===== src/rtl/min_n_pipe.sv =====
// rtl/min_n_pipe.sv - pipelined N-pixel window minimum with per-frame maximum tracker
// Optional argmin output min_idx is built when MIN_N_PIPE_ARGMIN_EN is defined.
module min_n_pipe #(
    parameter int DATA_W = 8,
    parameter int N      = 9
) (
    input  logic                clock,
    input  logic                reset_n,
    input  logic                Enable,
    input  logic                in_valid,
    input  logic [N*DATA_W-1:0] pixels_in,
    input  logic                in_last,
    output logic                out_valid,
    output logic [DATA_W-1:0]   dataout,
    output logic                out_last,
    output logic [DATA_W-1:0]   frame_max,
    output logic                frame_max_valid
`ifdef MIN_N_PIPE_ARGMIN_EN
    ,
    output logic [$clog2(N)-1:0] min_idx
`endif
);
    localparam int L = $clog2(N);

    typedef enum logic {IDLE, ACCUM} state_t;

    // Element count entering stage s of the comparator tree.
    function automatic int stage_cnt(input int s);
        return (N + (1 << s) - 1) >> s;
    endfunction

    function automatic int clamp(input int k);
        return (k < N) ? k : N - 1;
    endfunction

    logic [DATA_W-1:0] src_d  [0:L-1][0:N-1];
    logic [DATA_W-1:0] pipe_d [0:L-1][0:N-1];
    logic [L-1:0]      v_sr;
    logic [L-1:0]      l_sr;

    always_comb begin
        for (int i = 0; i < N; i++) begin
            src_d[0][i] = pixels_in[i*DATA_W +: DATA_W];
        end
        for (int s = 1; s < L; s++) begin
            for (int i = 0; i < N; i++) begin
                src_d[s][i] = pipe_d[s-1][i];
            end
        end
    end

    // The right-hand element of a pair wins only when strictly smaller, so ties keep the lower index.
    always_ff @(posedge clock) begin
        if (!reset_n) begin
            for (int s = 0; s < L; s++) begin
                for (int i = 0; i < N; i++) begin
                    pipe_d[s][i] <= '0;
                end
            end
            v_sr <= '0;
            l_sr <= '0;
        end else if (Enable) begin
            for (int s = 0; s < L; s++) begin
                for (int i = 0; i < N; i++) begin
                    if (2*i + 1 < stage_cnt(s)) begin
                        pipe_d[s][i] <= (src_d[s][clamp(2*i+1)] < src_d[s][clamp(2*i)]) ?
                                        src_d[s][clamp(2*i+1)] : src_d[s][clamp(2*i)];
                    end else if (2*i < stage_cnt(s)) begin
                        pipe_d[s][i] <= src_d[s][clamp(2*i)];
                    end else begin
                        pipe_d[s][i] <= '0;
                    end
                end
            end
            v_sr[0] <= in_valid;
            l_sr[0] <= in_valid & in_last;
            for (int s = 1; s < L; s++) begin
                v_sr[s] <= v_sr[s-1];
                l_sr[s] <= l_sr[s-1];
            end
        end
    end

`ifdef MIN_N_PIPE_ARGMIN_EN
    logic [L-1:0] src_i  [0:L-1][0:N-1];
    logic [L-1:0] pipe_i [0:L-1][0:N-1];

    always_comb begin
        for (int i = 0; i < N; i++) begin
            src_i[0][i] = L'(i);
        end
        for (int s = 1; s < L; s++) begin
            for (int i = 0; i < N; i++) begin
                src_i[s][i] = pipe_i[s-1][i];
            end
        end
    end

    always_ff @(posedge clock) begin
        if (!reset_n) begin
            for (int s = 0; s < L; s++) begin
                for (int i = 0; i < N; i++) begin
                    pipe_i[s][i] <= '0;
                end
            end
        end else if (Enable) begin
            for (int s = 0; s < L; s++) begin
                for (int i = 0; i < N; i++) begin
                    if (2*i + 1 < stage_cnt(s)) begin
                        pipe_i[s][i] <= (src_d[s][clamp(2*i+1)] < src_d[s][clamp(2*i)]) ?
                                        src_i[s][clamp(2*i+1)] : src_i[s][clamp(2*i)];
                    end else if (2*i < stage_cnt(s)) begin
                        pipe_i[s][i] <= src_i[s][clamp(2*i)];
                    end else begin
                        pipe_i[s][i] <= '0;
                    end
                end
            end
        end
    end

    assign min_idx = pipe_i[L-1][0];
`else
    // Index tracking is not built in the default configuration.
`endif

    assign out_valid = Enable & v_sr[L-1];
    assign dataout   = pipe_d[L-1][0];
    assign out_last  = l_sr[L-1];

    state_t            state, state_next;
    logic [DATA_W-1:0] run_max, run_next;
    logic [DATA_W-1:0] fmax_q, fmax_next;
    logic [DATA_W-1:0] cand;

    always_ff @(posedge clock) begin
        if (!reset_n) begin
            state   <= IDLE;
            run_max <= '0;
            fmax_q  <= '0;
        end else if (Enable) begin
            state   <= state_next;
            run_max <= run_next;
            fmax_q  <= fmax_next;
        end
    end

    // The closing beat reports its frame in the same cycle, so frame_max bypasses the register then.
    always_comb begin
        state_next      = state;
        run_next        = run_max;
        fmax_next       = fmax_q;
        cand            = (state == ACCUM && run_max > dataout) ? run_max : dataout;
        frame_max_valid = out_valid & out_last;
        frame_max       = frame_max_valid ? cand : fmax_q;
        if (out_valid) begin
            run_next = cand;
            if (out_last) begin
                state_next = IDLE;
                fmax_next  = cand;
            end else begin
                state_next = ACCUM;
            end
        end
    end
endmodule


===== config.mk =====
export PLATFORM = sky130hd
export DESIGN_NAME = min_n_pipe
export DESIGN_NICKNAME = d
export VERILOG_FILES = /design/src/rtl/min_n_pipe.sv
export SDC_FILE = /design/constraint.sdc
export NUM_CORES = 1
export LEC_CHECK = 0
export BUFFER_PORTS_ARGS = -buffer_cell sky130_fd_sc_hd__buf_2
export CAP_MARGIN = 30
export CORE_MARGIN = 2
export CORE_UTILIZATION = 40
export CTS_BUF_LIST = sky130_fd_sc_hd__clkbuf_4 sky130_fd_sc_hd__clkbuf_8
export DETAILED_ROUTE_END_ITERATION = 6
export SYNTH_ARGS = -nofsm -noshare
export SYNTH_HDL_FRONTEND = slang
export SYNTH_SLANG_ARGS = --single-unit

===== constraint.sdc =====
create_clock -name clock -period 3.4 [get_ports clock]
set_input_delay 0.34 -clock clock [delete_from_list [all_inputs] [get_ports clock]]
set_output_delay 0.34 -clock clock [all_outputs]
set_load 0.05 [all_outputs]

==> run_results.csv <==
group,metric,value,unit
worst_setup_path,reg2reg_slack,1.17,ns
yosys,synth_area_per_cell,10.1,um^2
worst_setup_path,required,3.06,ns
die,core-area,16600,um^2
grt,antenna_found_initial,0,
sta,setup_viol,0,
grt,met3_usage,3.63,%
finish,n_fill_cell,1585,
worst_setup_path,critPathMaxFanout,16,
power_and_ir_drop,fin_total_pwr,3.36,mW
worst_setup_path,critPathKind,"flop to primary output",
finish,num_antenna_cells,0,
finish,area_growth,14.7,%
yosys,synth_area,6800,um^2
grt,grt_max_degree,122,
die,io_pins,96,
die,std_cell_rows,47,
drt,wl,13.1,mm
die,die_y,134,um
clock_tree,post-cts-setup-buffers,0,
place,portBuffers,95,
sta,period_share,91.2,%
sta,slew_headroom,57.3,%
worst_setup_path,cp_cell_sequence,"inv_1 -> ha_1 -> nor2b_1 -> o211ai_2 -> a211oi_4 -> or2_1 -> a211oi_1 -> buf_2",
drt,wire_per_inst,13.2,um
sta,clock.fmax,322,MHz
sta,slew_viol_final,0,
yosys,dominantRegCellSynth,"edfxtp_1",
clock_tree,cts_buffers,17,
finish,mostFrequentLayoutCells,"nand2_1, buf_2, edfxtp_1",
sta,fin_crit,3.10,ns
yosys,ys_ff_latch,113,
worst_setup_path,crit_path_end_kind,"primary output",
power_and_ir_drop,ir_worst_vdd,245,uV
clock_tree,cts_root_buf,"clkbuf_8",
clock_tree,cts_tree,"done",
grt,grt.total_usage,15.4,%
grt,overflow,0,
yosys,syn_nets,817,
drt,dr.pass1.iters,4,
place,dp.cells,959,
drt,ant_nets,0,
power_and_ir_drop,p_leak,3.69,nW
finish,layout_commonest_cell,"nand2_1",
drt,drt-initial-drc-count,175,
clock_tree,insertion_delay,0.43,ns
drt,vias_per_cell,4.97,
worst_setup_path,worst_path_max_delay_cell,"or2_1",
die,die_w,134,um
place,hpwl,9.86,mm
sta,finalSetupTns,0,ns
clock_tree,clockBufferDepth,2,
yosys,seq_area_frac_synth,46.2,%
yosys,ys_warn_count,0,
status,status,"finished, final reports clean",
worst_hold_path,min-delay-path-class,"primary input to flop",
power_and_ir_drop,power.density,431,nW/um^2
clock_tree,h-tree-depth,4,
clock_tree,clkTransAtPathRegs,0.06,ns
finish,fin_util,47.0,%
die,start_util,41.0,%
grt,gr-usage-met1,18.6,%
clock_tree,cts-resized-gates,0,
sta,hold_violations,0,
worst_setup_path,cp_slowest_stage_delay,0.48,ns
sta,clock_skew,0.00795,ns
flow_run,maxCapViolations,0,
grt,grt_pass1_vias,4952,
finish,layout.cells.non_filler,991,
drt,vias,4930,
place,place_congestion,0.803,
yosys,synth_cell_type_count,33,
sta,tightest_slew,0.641,ns
yosys,synthArstFlopShare,0,%
die,dieArea,18100,um^2
clock_tree,cts.sinks,113,
clock_tree,hold_buffers,0,
drt,route.detailed.drc,0,
yosys,syn_inst,676,
grt,grt_use_met2,26.4,%
sta,rsz0062_at_grt,"false",
yosys,synth-edff-count,88,
grt,grt_first_pass_wirelength,22.4,mm
grt,busiest_layer,"met2",
finish,nets,899,
finish,drive_gt1_share,17.9,%
worst_setup_path,crit_arrival,2.76,ns
worst_setup_path,startpoint_type,"flop",
-- final timing paths --
| check | start | end | cells past startpoint |
|---|---|---|---|
| setup reg to reg | pipe_d[3][33] | fmax_q[6] | 7 |
| hold reg to reg | run_max[6] | run_max[6] | 2 |
| hold / removal | in_last | l_sr[0] | 3 |
| setup / recovery | pipe_d[3][33] | frame_max[5] | 8 |
-- worst max-delay path, delay by kind of cell (launching register included) --
family | cells | cell delay [ns]
AO/OA/AOI/OAI | 3 | 0.69
AND/OR/NAND/NOR | 2 | 0.64
adder cells (fa/ha/maj) | 1 | 0.29
flip-flops | 1 | 0.42
buffers and inverters | 2 | 0.31
-- area by class of cell --
cell class | instances | area (um^2) | area share [%]
multi-input combinational | 461 | 3250 | 41.7
sequential | 113 | 3140 | 40.3
timing repair buffer | 100 | 538 | 6.90
clock buffer | 23 | 279 | 3.58
tap | 220 | 275 | 3.53
inverter | 65 | 244 | 3.13
clock inverter | 9 | 66.3 | 0.850
-- metal layers --
| layer | share of wire, % | vias up | routed length [um] |
|---|---|---|---|
| li1 | - | 2523 | - |
| met1 | 45 | 2293 | 5880 |
| met2 | 49 | 102 | 6450 |
| met3 | 3.9 | 12 | 514 |
| met4 | 1.6 | 0 | 204 |
| met5 | 0 | - | 0 |
-- logic make-up after synthesis --
| kind of cell | after synthesis | synth area share (%) |
|---|---|---|
| compound gates | 81 | 8.68 |
| fa+ha+maj | 64 | 11.8 |
| buf+inv | 102 | 6.11 |
| flops | 113 | 46.2 |
| mux | 79 | 11.6 |
| simple gates | 237 | 15.6 |
-- metrics by stage --
stage                     hold WS [ns]  area (um^2)  worst slack (ns)
final                            0.191         7800             0.299
after global routing             0.181         7800             0.112
after CTS                        0.157         7800             0.282
after detailed placement         0.478         7450             0.760
after global placement           0.466         7430             0.854
after floorplan                  0.448         6810           -0.0712
-- power breakdown --
group | internal [mW] | switching (mW)
Sequential | 1.61 | 0.0630
Combinational | 0.265 | 0.327
Clock | 0.610 | 0.491
-- cells in the mapped netlist (all sizes together), types with 10 or more instances --
library cell	instances	area, um^2
nand2b	10	62.6
ha	64	801
dfxtp	25	500
a21oi	11	58.8
clkbuf	18	67.6
nor2	25	93.8
nand2	146	551
o21ai	10	53.8
a211oi	25	200
nand4	10	68.8
and3	24	150
a21o	25	188
mux2i	79	791
inv	65	244
buf	19	104
edfxtp	88	2640
-- state kept, by name, indices dropped and copies added (netlist names) --
name	cells
l_sr	4
state	1
run_max	8
v_sr	4
pipe_d	88
fmax_q	8
Power figures use the tool's default switching activity.
